**config.mk**
```make
export PLATFORM = sky130hd
export DESIGN_NAME = idex_skid_reg
export DESIGN_NICKNAME = d
export VERILOG_FILES = /design/src/rtl/idex_skid_reg.sv
export SDC_FILE = /design/constraint.sdc
export NUM_CORES = 1
export LEC_CHECK = 0
export ABC_AREA = 1
export ABC_CLOCK_PERIOD_IN_PS = 10350
export CORE_MARGIN = 1.5
export CORE_UTILIZATION = 46
export DETAILED_ROUTE_END_ITERATION = 7
export HOLD_SLACK_MARGIN = 0.06
export MAX_ROUTING_LAYER = met4
export PLACE_DENSITY = 0.86
export SETUP_SLACK_MARGIN = 0.3
export SYNTH_ARGS = -nofsm -noshare
export SYNTH_HDL_FRONTEND = slang
export SYNTH_SLANG_ARGS = --single-unit
```
**constraint.sdc**
```tcl
create_clock -name CLK -period 10.35 [get_ports CLK]
set_input_delay 2.07 -clock CLK [delete_from_list [all_inputs] [get_ports CLK]]
set_output_delay 2.07 -clock CLK [all_outputs]
set_load 0.01 [all_outputs]
```
**src/rtl/idex_skid_reg.sv**
```systemverilog
// ID/EX pipeline register with a 2-entry skid buffer, flush and stall counter.
// Latency: 1 cycle from accept to out_valid; sustains 1 bundle/cycle while out_ready=1.
// Backpressure: in_ready is registered (skid empty); a full skid deasserts it, no comb path from out_ready.
//
// Ports:
//   CLK, RST            clock, async active-high reset
//   flush               drop main and skid entries (enables cleared, operands held)
//   in_valid/in_ready   ID-side handshake; bundle = WRegEn/WMemEn/R1out/R2out/WReg1 *_in
//   out_valid/out_ready EX-side handshake; bundle = *_out, enables forced 0 when invalid
//   occupancy           registered count of valid entries (0..2)
//   stall_cnt           saturating count of edges with out_valid=1 and out_ready=0
module idex_skid_reg #(
    parameter int DATA_W = 64,
    parameter int REG_AW = 5,
    parameter int CNT_W  = 16
) (
    input  logic              CLK,
    input  logic              RST,
    input  logic              flush,
    input  logic              in_valid,
    output logic              in_ready,
    input  logic              WRegEn_in,
    input  logic              WMemEn_in,
    input  logic [DATA_W-1:0] R1out_in,
    input  logic [DATA_W-1:0] R2out_in,
    input  logic [REG_AW-1:0] WReg1_in,
    output logic              out_valid,
    input  logic              out_ready,
    output logic              WRegEn_out,
    output logic              WMemEn_out,
    output logic [DATA_W-1:0] R1out_out,
    output logic [DATA_W-1:0] R2out_out,
    output logic [REG_AW-1:0] WReg1_out,
    output logic [1:0]        occupancy,
    output logic [CNT_W-1:0]  stall_cnt
);

    typedef struct packed {
        logic              wreg_en;
        logic              wmem_en;
        logic [DATA_W-1:0] r1;
        logic [DATA_W-1:0] r2;
        logic [REG_AW-1:0] wreg1;
    } bundle_t;

    bundle_t in_b;
    bundle_t main_q, main_d;
    bundle_t skid_q, skid_d;
    logic    main_vld, main_vld_d;
    logic    skid_vld, skid_vld_d;
    logic    accept;
    logic    drain;

    assign in_b.wreg_en = WRegEn_in;
    assign in_b.wmem_en = WMemEn_in;
    assign in_b.r1      = R1out_in;
    assign in_b.r2      = R2out_in;
    assign in_b.wreg1   = WReg1_in;

    assign accept = in_valid & in_ready;
    assign drain  = main_vld & out_ready;

    always_comb begin
        main_d     = main_q;
        skid_d     = skid_q;
        main_vld_d = main_vld;
        skid_vld_d = skid_vld;
        if (flush) begin
            // Operand/index fields keep their last values; only the enables
            // are cleared so EX sees no side effects from stale data.
            main_vld_d     = 1'b0;
            skid_vld_d     = 1'b0;
            main_d.wreg_en = 1'b0;
            main_d.wmem_en = 1'b0;
            skid_d.wreg_en = 1'b0;
            skid_d.wmem_en = 1'b0;
        end else if (!main_vld || (drain && !skid_vld)) begin
            if (accept) begin
                main_d     = in_b;
                main_vld_d = 1'b1;
            end else if (drain) begin
                main_vld_d     = 1'b0;
                main_d.wreg_en = 1'b0;
                main_d.wmem_en = 1'b0;
            end
        end else if (drain) begin
            // Skid is full here, so in_ready is low and no accept can collide.
            main_d         = skid_q;
            main_vld_d     = 1'b1;
            skid_vld_d     = 1'b0;
            skid_d.wreg_en = 1'b0;
            skid_d.wmem_en = 1'b0;
        end else if (accept) begin
            skid_d     = in_b;
            skid_vld_d = 1'b1;
        end
    end

    always_ff @(posedge CLK or posedge RST) begin
        if (RST) begin
            main_q    <= '0;
            skid_q    <= '0;
            main_vld  <= 1'b0;
            skid_vld  <= 1'b0;
            in_ready  <= 1'b1;
            occupancy <= 2'd0;
            stall_cnt <= '0;
        end else begin
            main_q    <= main_d;
            skid_q    <= skid_d;
            main_vld  <= main_vld_d;
            skid_vld  <= skid_vld_d;
            in_ready  <= ~skid_vld_d;
            occupancy <= {1'b0, main_vld_d} + {1'b0, skid_vld_d};
            if (main_vld && !out_ready && (stall_cnt != {CNT_W{1'b1}}))
                stall_cnt <= stall_cnt + 1'b1;
        end
    end

    assign out_valid  = main_vld;
    assign WRegEn_out = main_q.wreg_en;
    assign WMemEn_out = main_q.wmem_en;
    assign R1out_out  = main_q.r1;
    assign R2out_out  = main_q.r2;
    assign WReg1_out  = main_q.wreg1;

endmodule

```
==> results of run 1 <==
-- routing by layer --
metal  vias to the layer above  part of all wire, %
li1                       5462                    -
met1                      5376                   42
met2                       435                   48
met3                        67                  7.8
met4                         0                  2.3
met5                         -                    0
-- cell families (layout without fill, tap and decap cells) --
| kind of cell | Yosys count | after routing | synth area share (%) |
|---|---|---|---|
| and+or+nand+nor | 777 | 777 | 23.2 |
| DFF | 291 | 291 | 57.1 |
| AOI/OAI and AO/OA | 288 | 288 | 11.5 |
| buffers and inverters | 254 | 527 | 7.93 |
| xor gates and xnor gates | 3 | 3 | 0.206 |
| adders and majority gates | 1 | 1 | 0.0981 |
-- worst register-to-register path, stage by stage (launching register included) --
cell and delay (ns):
dfrtp_1 0.38, inv_1 0.05, nand2_1 0.09, nand2_4 0.29
a21oi_4 0.32, nand2_4 0.44, inv_4 0.59, buf_4 0.88
nand2_1 0.19, nand2_1 0.10
-- cell type report --
type | count | share of cell area (%)
tap | 372 | 2.75
sequential | 291 | 43.1
multi-input combinational | 1069 | 26.5
timing repair buffer | 303 | 17.9
clock inverter | 14 | 0.785
clock buffer | 42 | 5.25
inverter | 168 | 3.78
-- final timing paths --
kind                                                start                         to  cells past startpoint
worst max-delay path                            out_ready  R2out_out[23]$_DFFE_PP0P_                      9
worst min-delay path            R1out_out[30]$_DFFE_PP0P_  R1out_out[30]$_DFFE_PP0P_                      2
worst max register to register         skid_vld$_DFF_PP0_  R2out_out[23]$_DFFE_PP0P_                      9
worst min register to register  R1out_out[30]$_DFFE_PP0P_  R1out_out[30]$_DFFE_PP0P_                      2
max in group asynchronous                             RST  R1out_out[30]$_DFFE_PP0P_                      4
min in group asynchronous                             RST  R2out_out[43]$_DFFE_PP0P_                      3
-- where the power goes --
| group | internal [uW] | switching [uW] |
|---|---|---|
| registers | 1370 | 141 |
| clock network | 647 | 446 |
| logic | 360 | 354 |
| total | 2380 | 941 |
-- metrics by stage --
step	setup slack, ns	total power, uW	hold WS [ns]
floorplan	4.42	1850	0.453
global placement	4.86	2210	0.463
detailed placement	4.72	2240	0.465
CTS	5.26	3350	0.481
global route	4.95	3490	0.497
finish	5.32	3320	0.478
-- registers in the layout, indices dropped and copies added, names as in the netlist --
name	cells
R1out_out	64
R2out_out	64
WMemEn_out	1
WReg1_out	5
WRegEn_out	1
in_ready	1
occupancy	2
out_valid	1
skid_q	135
skid_vld	1
stall_cnt	16
-- cell usage in the layout (no fill, tap or decap), types with 8 or more instances in the layout --
master | synthesis | routed
clkbuf_16 | 0 | 31
nand2_1 | 673 | 672
buf_4 | 8 | 8
dfrtp_1 | 290 | 290
inv_1 | 167 | 165
clkinv_2 | 0 | 8
o21ai_0 | 220 | 220
nor2_1 | 82 | 82
clkdlybuf4s50_1 | 0 | 294
a21oi_1 | 59 | 59
nand3_1 | 13 | 13
==> flow_summary.yaml, run 1 <==
cells_and_area:
  multi_input_area_um2: 4470
  insertedDiodeCount: 0
  area_delta_synth_final_pct: 32.6
  finish.instance_area_um2: 16900
  final_cells: 2259
  layout.nets: 2004
  final_util_pct: 62.4
  seq_area_um2: 7280
  drive_gt1_share_pct: 3.66
  fillers: 2214
status:
  status: "finished, final reports clean"
detailed_routing:
  drt_iter0_drc: 998
  antenna_left: 0
  post_drt_wl_per_cell_um: 14.5
  route.detailed.drc: 0
  routed_via_density: 5.02
  vias: 11340
  drt-total-wl_um: 32700
  dr.pass1.iters: 8
power:
  p_leak_uw: 0.00852
  powerDensity_nw_per_um2: 196
  peakVddDrop_v: 0.000126
die:
  die_w_um: 169
  dieArea_um2: 28700
  rows: 60
  core_area_um2: 27100
  start_util_pct: 47.0
  die_height_um: 169
  io_pins: 295
global_routing:
  grt-ovfl-total: 0
  grt_max_degree: 159
  use_met3_pct: 4.50
  grt_pass1_wl_um: 53500
  antenna_found_initial: 0
  grt_use_met2_pct: 38.3
  grtUsageMet1_pct: 30.1
  grt_busiest_layer: "met2"
  grt_pass1_vias: 11017
  grt_use_total_pct: 23.4
worst_setup_path:
  cpMostUsedCell: "nand2_1"
  startpoint_type: "primary input"
  slowest_stage: "buf_4"
  cp_top_family: "buffers and inverters"
  critPathCaptureType: "flop"
  crit_type: "primary input to flop"
  worst_ep_arrival_time_ns: 5.50
  worst-path-max-fanout: 91
  max_stage_delay_ns: 0.88
  crit_chain: "clkdlybuf4s50_1 > nand2_1 > nand2_4 > a21oi_4 > nand2_4 > inv_4 > buf_4 > nand2_1 > nand2_1"
  required_ns: 10.83
  critical_path_buf_inv_count: 3
  r2r_slack_ns: 6.96
timing:
  fin_skew_ns: 0.0141
  final-max-slew-violation-count: 0
  timing.fmax_mhz: 199
  setup_tns_ns: 0
  worst_pin_slew_ns: 1.14
  period_minus_slack_ns: 5.03
  fin_crit_sh_pct: 48.6
  rsz0062_at_grt: "no"
  finalHoldViolations: 0
  maxSlewHeadroom_pct: 23.7
  setup-violations-final: 0
clock_network:
  cts.sinks: 291
  cts_tree: "built"
  post_cts_buffers: 0
  htreeDepth: 1
  numCtsBuffers: 30
  clkSlewWorstSetupHoldPaths_ns: 0.06
  cts_resized: 0
  cts_root_buf: "clkbuf_16"
  insertion_delay_ns: 0.55
  cts_hold_buffers: 0
  clock_path_buffers: 3
synthesis:
  syn_area_um2: 12800
  synth_area_leaders: "dfrtp_1, nand2_1, o21ai_0"
  synth-seq-cells: 291
  synth_area_per_cell_um2: 7.90
  async_flop_share_pct: 100
  synthFlopType: "dfrtp_1"
  ys_types: 24
  ys_warn_count: 0
  syn_inst: 1614
  synthesis.nets: 1755
  synth_seq_area_share_pct: 57.1
  yosysTopAreaCell: "dfrtp_1"
  synth_edf_count: 0
  synth.top_cells.by_count: "nand2_1, dfrtp_1, o21ai_0"
  yosysMostFrequentCell: "nand2_1"
  yosysTopAreaCellShare_pct: 56.9
placement:
  hpwl_um: 21200
  portBuffers: 294
  placed_area_um2: 15900
  place.gp.congestion: 0.852
  place_inst: 2203
run:
  max_cap_violations: 0
min_path:
  hp-class: "flop to flop"
Power figures use the tool's default switching activity.
==> run 2, diff against run 1 <==
Settings changed: ABC_CLOCK_PERIOD_IN_PS 10350 to 5000, CORE_UTILIZATION 46 to 50, PLACE_DENSITY 0.86 to 0.89.
Clock period 10.35 ns to 5 ns, I/O delays scaled along.
==> flow_summary.yaml, run 2 (synthesis results as in run 1) <==
status:
  status: "finished, final reports clean"
die:
  core_area_um2: 25100
  die_w_um: 163
  io_pins: 295
  start_util_pct: 50.8
  die_height_um: 163
  dieArea_um2: 26500
  rows: 58
detailed_routing:
  routed_via_density: 5.14
  drt-total-wl_um: 33600
  route.detailed.drc: 0
  vias: 11402
  dr.pass1.iters: 6
  antenna_left: 0
  post_drt_wl_per_cell_um: 15.1
  drt_iter0_drc: 805
min_path:
  hp-class: "flop to flop"
placement:
  placed_area_um2: 15900
  portBuffers: 294
  hpwl_um: 21500
  place.gp.congestion: 0.878
  place_inst: 2166
worst_setup_path:
  r2r_cells: 6
  critPathCaptureType: "flop"
  required_ns: 5.40
  crit-reg2reg-launch: "out_valid$_DFF_PP0_"
  worst_ep_arrival_time_ns: 3.49
  startpoint_type: "primary input"
  worst-path-max-fanout: 106
  r2r_slack_ns: 2.39
  crit_type: "primary input to flop"
  crit_start: "out_ready"
  reg2reg_to: "skid_q[130]$_DFFE_PP0P_"
  crit_path_end: "skid_q[130]$_DFFE_PP0P_"
timing:
  maxSlewHeadroom_pct: 28.6
  fin_crit_sh_pct: 61.8
  finalHoldViolations: 0
  setup_tns_ns: 0
  final-max-slew-violation-count: 0
  setup-violations-final: 0
  fin_skew_ns: 0.0177
  rsz0062_at_grt: "no"
  worst_pin_slew_ns: 1.07
  timing.fmax_mhz: 324
  period_minus_slack_ns: 3.09
cells_and_area:
  finish.instance_area_um2: 16900
  layout_common_cells: "nand2_1, clkdlybuf4s50_1, dfrtp_1"
  final_common_cell: "nand2_1"
  largest_reg_flops: 135
  area_delta_synth_final_pct: 32.6
  regMostFlops: "skid_q"
  drive_gt1_share_pct: 3.66
  final_cells: 2217
  layout.nets: 2009
clock_network:
  htreeDepth: 1
  numCtsBuffers: 30
  cts_resized: 0
  post_cts_buffers: 0
  clkSlewWorstSetupHoldPaths_ns: 0.06
  insertion_delay_ns: 0.55
  cts_hold_buffers: 0
  cts_tree: "built"
  clock_path_buffers: 3
  cts_root_buf: "clkbuf_16"
  cts.sinks: 291
power:
  p_leak_uw: 0.00855
  powerDensity_nw_per_um2: 406
  peakVddDrop_v: 0.000276
  total_power_uw: 6870
global_routing:
  grt_max_degree: 116
  grt_pass1_wl_um: 54100
  antenna_found_initial: 1
  grt_pass1_vias: 11017
  grt-ovfl-total: 0
  grt_use_total_pct: 25.9
run:
  max_cap_violations: 0
run 2: how the worst min path moves through the flow:
stage | endpoint | slack, ns | startpoint | depth (start not counted)
after floorplan | skid_q[0]$_DFFE_PP0P_ | 0.45 | skid_q[0]$_DFFE_PP0P_ | 2
after global placement | R2out_out[18]$_DFFE_PP0P_ | 0.46 | R2out_out[18]$_DFFE_PP0P_ | 2
after detailed placement | R1out_out[49]$_DFFE_PP0P_ | 0.46 | R1out_out[49]$_DFFE_PP0P_ | 2
after CTS | R2out_out[43]$_DFFE_PP0P_ | 0.48 | R2out_out[43]$_DFFE_PP0P_ | 2
after global routing | R2out_out[43]$_DFFE_PP0P_ | 0.49 | R2out_out[43]$_DFFE_PP0P_ | 2
final | R2out_out[43]$_DFFE_PP0P_ | 0.48 | R2out_out[43]$_DFFE_PP0P_ | 2
run 2: metrics by stage:
step                      utilization (%)  hold WS [ns]  setup slack [ns]
after floorplan                         -         0.453             0.140
final                                67.4         0.479              1.91
after CTS                            67.3         0.480              2.00
after global routing                 67.4         0.492              1.76
after global placement               63.4         0.462              1.70
after detailed placement             63.4         0.464              1.51
run 2: area by class of cell:
cell class / instances / area [um2]
clock inverters: 8 / 92.6
diodes: 1 / 2.50
inverters: 168 / 639
repair buffers: 308 / 3110
flip-flops and latches: 291 / 7280
fillers: 1936 / 8200
well taps: 330 / 413
clock buffers: 42 / 897
multi-input cells: 1069 / 4470
run 2: metal layers:
layer	up-vias	routed length (um)	GRT usage, %
li1	5475	-	-
met1	5390	13400	32.4
met2	481	16600	43.2
met3	56	2930	5.02
met4	0	669	6.76
met5	-	0	-
run 2: power by group:
part	switching, uW	internal, uW	leakage (uW)	total [uW]
Combinational	753	752	0.00452	1500
Sequential	292	2840	0.00354	3130
Clock	900	1340	0.000491	2240
run 2: worst max-delay path: stages:
cell             delay (ns)
clkdlybuf4s50_1        0.49
inv_1                  0.10
nand2_1                0.14
nor2_1                 0.38
nand2_4                0.57
buf_12                 0.46
nor2_1                 0.18
a21oi_1                0.06
